### src/rtl/rx_pkg.sv
// Shared definitions for the QAM16 receiver carrier-recovery supervisor:
// FSM state encoding, loop-filter gain codes and default widths.
package rx_pkg;

   typedef enum logic [1:0] {
      ST_ACQ    = 2'd0,
      ST_VERIFY = 2'd1,
      ST_LOCKED = 2'd2
   } lock_state_t;

   localparam logic [1:0] GAIN_WIDE   = 2'b00;
   localparam logic [1:0] GAIN_MEDIUM = 2'b01;
   localparam logic [1:0] GAIN_NARROW = 2'b10;

   localparam int W_DEFAULT = 27;

endpackage

### src/rtl/abs_window_acc.sv
// Saturating |pd| followed by a fixed-length window integrator; publishes the
// window sum on err_mag together with a one-cycle win_done pulse.
module abs_window_acc
   import rx_pkg::*;
#(
   parameter int W        = W_DEFAULT,
   parameter int WIN_LOG2 = 10
) (
   input  logic                    clk,
   input  logic                    rst,
   input  logic                    en,
   input  logic signed [W-1:0]     pd,
   output logic                    win_done,
   output logic [W+WIN_LOG2-1:0]   err_mag
);

   localparam int MW = W + WIN_LOG2;

   logic [W-2:0]        mag;
   logic [MW-1:0]       acc;
   logic [MW-1:0]       sum;
   logic [WIN_LOG2-1:0] cnt;

   // The most negative code has no positive twin; clamp it to full scale.
   always_comb begin
      mag = pd[W-2:0];
      if (pd[W-1]) begin
         if (pd[W-2:0] == '0) begin
            mag = '1;
         end else begin
            mag = (W-1)'(-pd);
         end
      end
      sum = acc + MW'(mag);
   end

   always_ff @(posedge clk) begin
      if (!rst) begin
         acc      <= '0;
         cnt      <= '0;
         win_done <= 1'b0;
         err_mag  <= '0;
      end else begin
         win_done <= 1'b0;
         if (en) begin
            cnt <= cnt + WIN_LOG2'(1);
            if (cnt == '1) begin
               err_mag  <= sum;
               acc      <= '0;
               win_done <= 1'b1;
            end else begin
               acc <= sum;
            end
         end
      end
   end

endmodule

### src/rtl/carrier_lock_ctrl.sv
// Carrier-lock supervisor: classifies each integrated |pd| window and walks an
// acquire/verify/locked FSM that drives loop gain, lock flag and NCO clear.
//
//   state     | meaning
//   ----------+-----------------------------------------------------------
//   ST_ACQ    | wide loop gain; waiting for a good window, NCO clear on timeout
//   ST_VERIFY | medium gain; counting consecutive good windows
//   ST_LOCKED | narrow gain, lock=1; consecutive bad windows drop back to ACQ
module carrier_lock_ctrl
   import rx_pkg::*;
#(
   parameter int                W           = W_DEFAULT,
   parameter int                WIN_LOG2    = 10,
   parameter longint unsigned   LOCK_TH     = 64'd1073741824,
   parameter longint unsigned   UNLOCK_TH   = 64'd2147483648,
   parameter int                LOCK_CNT    = 4,
   parameter int                UNLOCK_CNT  = 2,
   parameter int                ACQ_TIMEOUT = 64
) (
   input  logic                    clk,
   input  logic                    rst,
   input  logic                    en,
   input  logic signed [W-1:0]     pd,
   output logic                    lock,
   output logic [1:0]              gain_sel,
   output logic                    nco_clr,
   output logic                    win_done,
   output logic [W+WIN_LOG2-1:0]   err_mag
);

   localparam int MW = W + WIN_LOG2;
   localparam int AW = $clog2(ACQ_TIMEOUT + 1);
   localparam int GW = $clog2(LOCK_CNT + 1);
   localparam int BW = $clog2(UNLOCK_CNT + 1);

   localparam logic [MW-1:0] LOCK_TH_M   = MW'(LOCK_TH);
   localparam logic [MW-1:0] UNLOCK_TH_M = MW'(UNLOCK_TH);
   localparam logic [AW-1:0] ACQ_MAX     = AW'(ACQ_TIMEOUT);
   localparam logic [GW-1:0] GOOD_MAX    = GW'(LOCK_CNT);
   localparam logic [BW-1:0] BAD_MAX     = BW'(UNLOCK_CNT);

   lock_state_t   state, state_n;
   logic [AW-1:0] acq_cnt, acq_n;
   logic [GW-1:0] good_cnt, good_n;
   logic [BW-1:0] bad_cnt, bad_n;
   logic          nco_n;
   logic          good, bad;

   abs_window_acc #(
      .W        (W),
      .WIN_LOG2 (WIN_LOG2)
   ) u_acc (
      .clk      (clk),
      .rst      (rst),
      .en       (en),
      .pd       (pd),
      .win_done (win_done),
      .err_mag  (err_mag)
   );

   assign good = (err_mag < LOCK_TH_M);
   assign bad  = (err_mag > UNLOCK_TH_M);

   always_ff @(posedge clk) begin
      if (!rst) begin
         state    <= ST_ACQ;
         acq_cnt  <= '0;
         good_cnt <= '0;
         bad_cnt  <= '0;
         nco_clr  <= 1'b0;
      end else begin
         state    <= state_n;
         acq_cnt  <= acq_n;
         good_cnt <= good_n;
         bad_cnt  <= bad_n;
         nco_clr  <= nco_n;
      end
   end

   always_comb begin
      state_n = state;
      acq_n   = acq_cnt;
      good_n  = good_cnt;
      bad_n   = bad_cnt;
      nco_n   = 1'b0;
      if (win_done) begin
         case (state)
            ST_ACQ: begin
               if (good) begin
                  state_n = ST_VERIFY;
                  good_n  = GW'(1);
                  acq_n   = '0;
               end else if (acq_cnt + AW'(1) == ACQ_MAX) begin
                  nco_n = 1'b1;
                  acq_n = '0;
               end else begin
                  acq_n = acq_cnt + AW'(1);
               end
            end
            ST_VERIFY: begin
               // The entry window is counted in good_cnt; lock needs LOCK_CNT
               // further good windows observed while in VERIFY.
               if (!good) begin
                  state_n = ST_ACQ;
                  good_n  = '0;
                  acq_n   = '0;
               end else if (good_cnt == GOOD_MAX) begin
                  state_n = ST_LOCKED;
                  good_n  = '0;
                  bad_n   = '0;
               end else begin
                  good_n = good_cnt + GW'(1);
               end
            end
            ST_LOCKED: begin
               if (bad) begin
                  if (bad_cnt + BW'(1) == BAD_MAX) begin
                     state_n = ST_ACQ;
                     bad_n   = '0;
                     acq_n   = '0;
                  end else begin
                     bad_n = bad_cnt + BW'(1);
                  end
               end else begin
                  bad_n = '0;
               end
            end
            default: begin
               state_n = ST_ACQ;
            end
         endcase
      end
   end

   always_comb begin
      gain_sel = GAIN_WIDE;
      lock     = 1'b0;
      case (state)
         ST_VERIFY: gain_sel = GAIN_MEDIUM;
         ST_LOCKED: begin
            gain_sel = GAIN_NARROW;
            lock     = 1'b1;
         end
         default: gain_sel = GAIN_WIDE;
      endcase
   end

endmodule

### config.mk
export PLATFORM = sky130hd
export DESIGN_NAME = carrier_lock_ctrl
export DESIGN_NICKNAME = d
export VERILOG_FILES = /design/src/rtl/rx_pkg.sv /design/src/rtl/abs_window_acc.sv /design/src/rtl/carrier_lock_ctrl.sv
export SDC_FILE = /design/constraint.sdc
export NUM_CORES = 1
export LEC_CHECK = 0
export CAP_MARGIN = 20
export CORE_AREA = 3 3 154 156
export DETAILED_ROUTE_END_ITERATION = 16
export DIE_AREA = 0 0 157 159
export SETUP_SLACK_MARGIN = 0.02
export SYNTH_ARGS = -nofsm -noshare
export SYNTH_HDL_FRONTEND = slang
export SYNTH_SLANG_ARGS = --single-unit
### constraint.sdc
create_clock -name clk -period 6.4 [get_ports clk]
set_input_delay 1.6 -clock clk [delete_from_list [all_inputs] [get_ports clk]]
set_output_delay 1.6 -clock clk [all_outputs]
set_load 0.03 [all_outputs]
==> results.cfg <==
[status]
outcome = finished clean

[sta]
maxClockFrequency_ghz = 0.166
worst_slew_pin_slew_ps = 971
rsz0062_at_grt = no
finClkSkew_ps = 11.8
finalWorstPathRequiredPeriod_ps = 6010
finalHoldViolCount = 0
drv_slew = 0
period_share_pct = 93.8
setup_violations = 0
slew_headroom_pct = 34.9
fin_ws_ps = 394

[cts]
post_cts_buffers = 0
cts_buffers = 9
clock-sinks = 100
cts_tree = yes
cts_buffer_depth = 2
root_buffer = clkbuf_16
htree_num_levels = 3
clk_latency_ps = 360
clk_pin_slew_worst_paths_ps = 80

[placed_design]
io_buffer_count = 71
gp_congestion = 0.841
hpwl_mm = 16.0
pre_cts_ws_ps = 12.5
place_area_um2 = 7910

[logic_synthesis]
syn_nets = 963
synth_seq_cells = 100
synth_cells = 895
synth_flop_cell = dfxtp_1
synth.yosys.seq_area_share_pct = 29.7
synth.cell_area_um2 = 6740
synth-edff-count = 0
ys_warn_count = 0
synthDistinctLibCells = 70
avgSynthCellArea_um2 = 7.53
async_reset_ff_share_pct = 0

[critical_path]
crit_path_top_delay_cell = or4b_2
rrSetupSlack_ps = 3250
timing_worst_setup_path_type = in2reg
critPathRequiredTime_ps = 6640
crit_path_cell_trace = clkdlybuf4s50_1 > or3_4 > nor4_1 > buf_4 > nand4_2 > or3_1 > nand2_2 > o21ai_0 > o21ai_0 > ha_1 > a21oi_1 > o21ai_0 > a32o_1 > or4b_2 > a21oi_1 > nor3_1 > a221o_1
max_stage_delay_ps = 700
critPathArrivalTime_ps = 6250
crit_path_frequent_cell = o21ai_0
crit_path_start_kind = input port
endpoint_kind = register
cp_max_fo = 10
r2r_cells = 7

[route]
drtIter0Drc = 494
first_pass_iters = 5
avgRoutedWirePerCell_um = 16.6
drtAntennaViolNets = 0
via_count = 7029
wirelength_mm = 20.9
drc = 0
post_drt_via_cell_ratio = 5.58

[global_route]
first_global_vias = 6550
grt_pass1_wl_mm = 34.3
track_usage_pct = 16.8
grt.overflow.total = 0
grt_max_degree = 50
antenna_found_initial = 0

[power_and_ir_drop]
power_density_nw_per_um2 = 228
peakVddDrop_v = 0.000129
p_leak_nw = 3.03

[flow_run]
cap_viol_max_count = 0

[finish]
post-route-cell-area_um2 = 8240
layout_common_cells = nand2_1 (102), dfxtp_1 (100), o21ai_0 (84), nor2_1 (74), clkdlybuf4s50_1 (71)
final_common_cell = nand2_1
fin_nets = 1038
syn_to_final_growth_pct = 22.4
drive_gt1_share_pct = 8.00
n_antenna_cell = 0

[floorplan]
num_rows = 55
die-area_um2 = 25000
core_um2 = 22500
ios = 72
die_height_um = 159
start_util_pct = 29.9
die_x_um = 157

[hold_path]
min_path_cells = 2
holdCritPathClass = reg2reg
==> layer usage <==
layer	routed length [um]	part of all wire, %	vias up	track usage (%)
met5	0	0	-	0
met3	1020	4.9	37	3.94
li1	-	-	3489	-
met4	466	2.2	0	4.18
met2	9640	46	178	26.8
met1	9750	47	3325	22.8
==> synth_stat cells, drive strengths merged (6+ instances only) <==
cell type | instances | area share, %
nand2 | 103 | 5.7
dfxtp | 100 | 30
o21ai | 86 | 6.4
nor2 | 74 | 4.1
a21oi | 66 | 4.9
nand3 | 43 | 3.2
clkbuf | 40 | 2.2
ha | 37 | 6.9
inv | 25 | 1.4
a31oi | 24 | 2.2
nand4 | 24 | 2.3
nor3 | 22 | 1.7
a21o | 19 | 2.1
or3 | 19 | 1.8
xor2 | 15 | 2.0
or4 | 14 | 1.6
xnor2 | 14 | 1.8
and3 | 13 | 1.2
nor4 | 13 | 1.3
o31ai | 13 | 1.4
a22oi | 11 | 1.2
and2 | 11 | 1.1
o21a | 9 | 1.0
o311ai | 9 | 1.2
buf | 7 | 0.80
nand2b | 7 | 0.65
nor2b | 7 | 0.65
o211ai | 7 | 0.78
o41ai | 7 | 0.91
o31a | 6 | 0.78
==> critical path: cells and delay by family <==
kind,cells,cell delay [ps]
and+or+nand+nor,7,2260
AOI/OAI and AO/OA,7,1450
adders and majority gates,1,290
buffers and inverters,2,650
==> timing repair <==
| action | CTS | global route |
|---|---|---|
| endpoints found under the setup margin | 0 | 9 |
| hold buffers | 0 | 0 |
| resized for setup | 0 | 4 |
==> through the flow <==
step / power, W / instances / util, % / hold WS [ps] / TNS [ps]
5_1_grt: 0.00199 / 1260 / 36.6 / 486 / 0
3_5_place_dp: 0.00128 / 1244 / 35.1 / 452 / 0
6_report: 0.00188 / 1260 / 36.6 / 463 / 0
3_3_place_gp: 0.00127 / 1243 / 35.1 / 444 / -9.96
4_1_cts: 0.00188 / 1260 / 36.6 / 468 / 0
2_1_floorplan: 0.00107 / 895 / - / 432 / 0
==> cell families (layout without fill, tap and decap cells) <==
logic type      Yosys count  after routing  share of synthesized area, %
compound gates          291            291                          27.4
xor+xnor                 29             29                          3.77
fa+ha+maj                38             38                          7.17
buf+inv                  72            152                          4.42
flops                   100            100                          29.7
mux                       3              3                         0.483
simple gates            362            362                          27.0
==> area by class of cell <==
class / instances / area [um^2]
repair buffers: 111 / 1010
well taps: 285 / 357
fillers: 2376 / 14300
clock buffers: 9 / 225
clock inverters: 7 / 97.6
flip-flops and latches: 100 / 2000
inverters: 25 / 93.8
multi-input cells: 723 / 4450
==> power breakdown <==
part           internal [W]  switching, W  total (W)
Sequential         0.000655     0.0000277   0.000683
Combinational      0.000237      0.000354   0.000591
Clock              0.000345      0.000256   0.000601
==> sequential cells by signal (all words and copies together) (netlist names) <==
register	cells
u_acc.win_done	1
bad_cnt	2
u_acc.cnt	10
good_cnt	3
u_acc.acc	37
state	2
nco_clr	1
u_acc.err_mag	37
acq_cnt	7
==> path summary, 6_finish.rpt <==
path	from	endpoint
setup / recovery	pd[3]	u_acc.acc[34]
setup reg to reg	u_acc.err_mag[31]	acq_cnt[2]
hold / removal	u_acc.acc[22]	u_acc.acc[22]
hold reg to reg	u_acc.acc[22]	u_acc.acc[22]
Note: power is estimated with default switching activity, not from simulation.
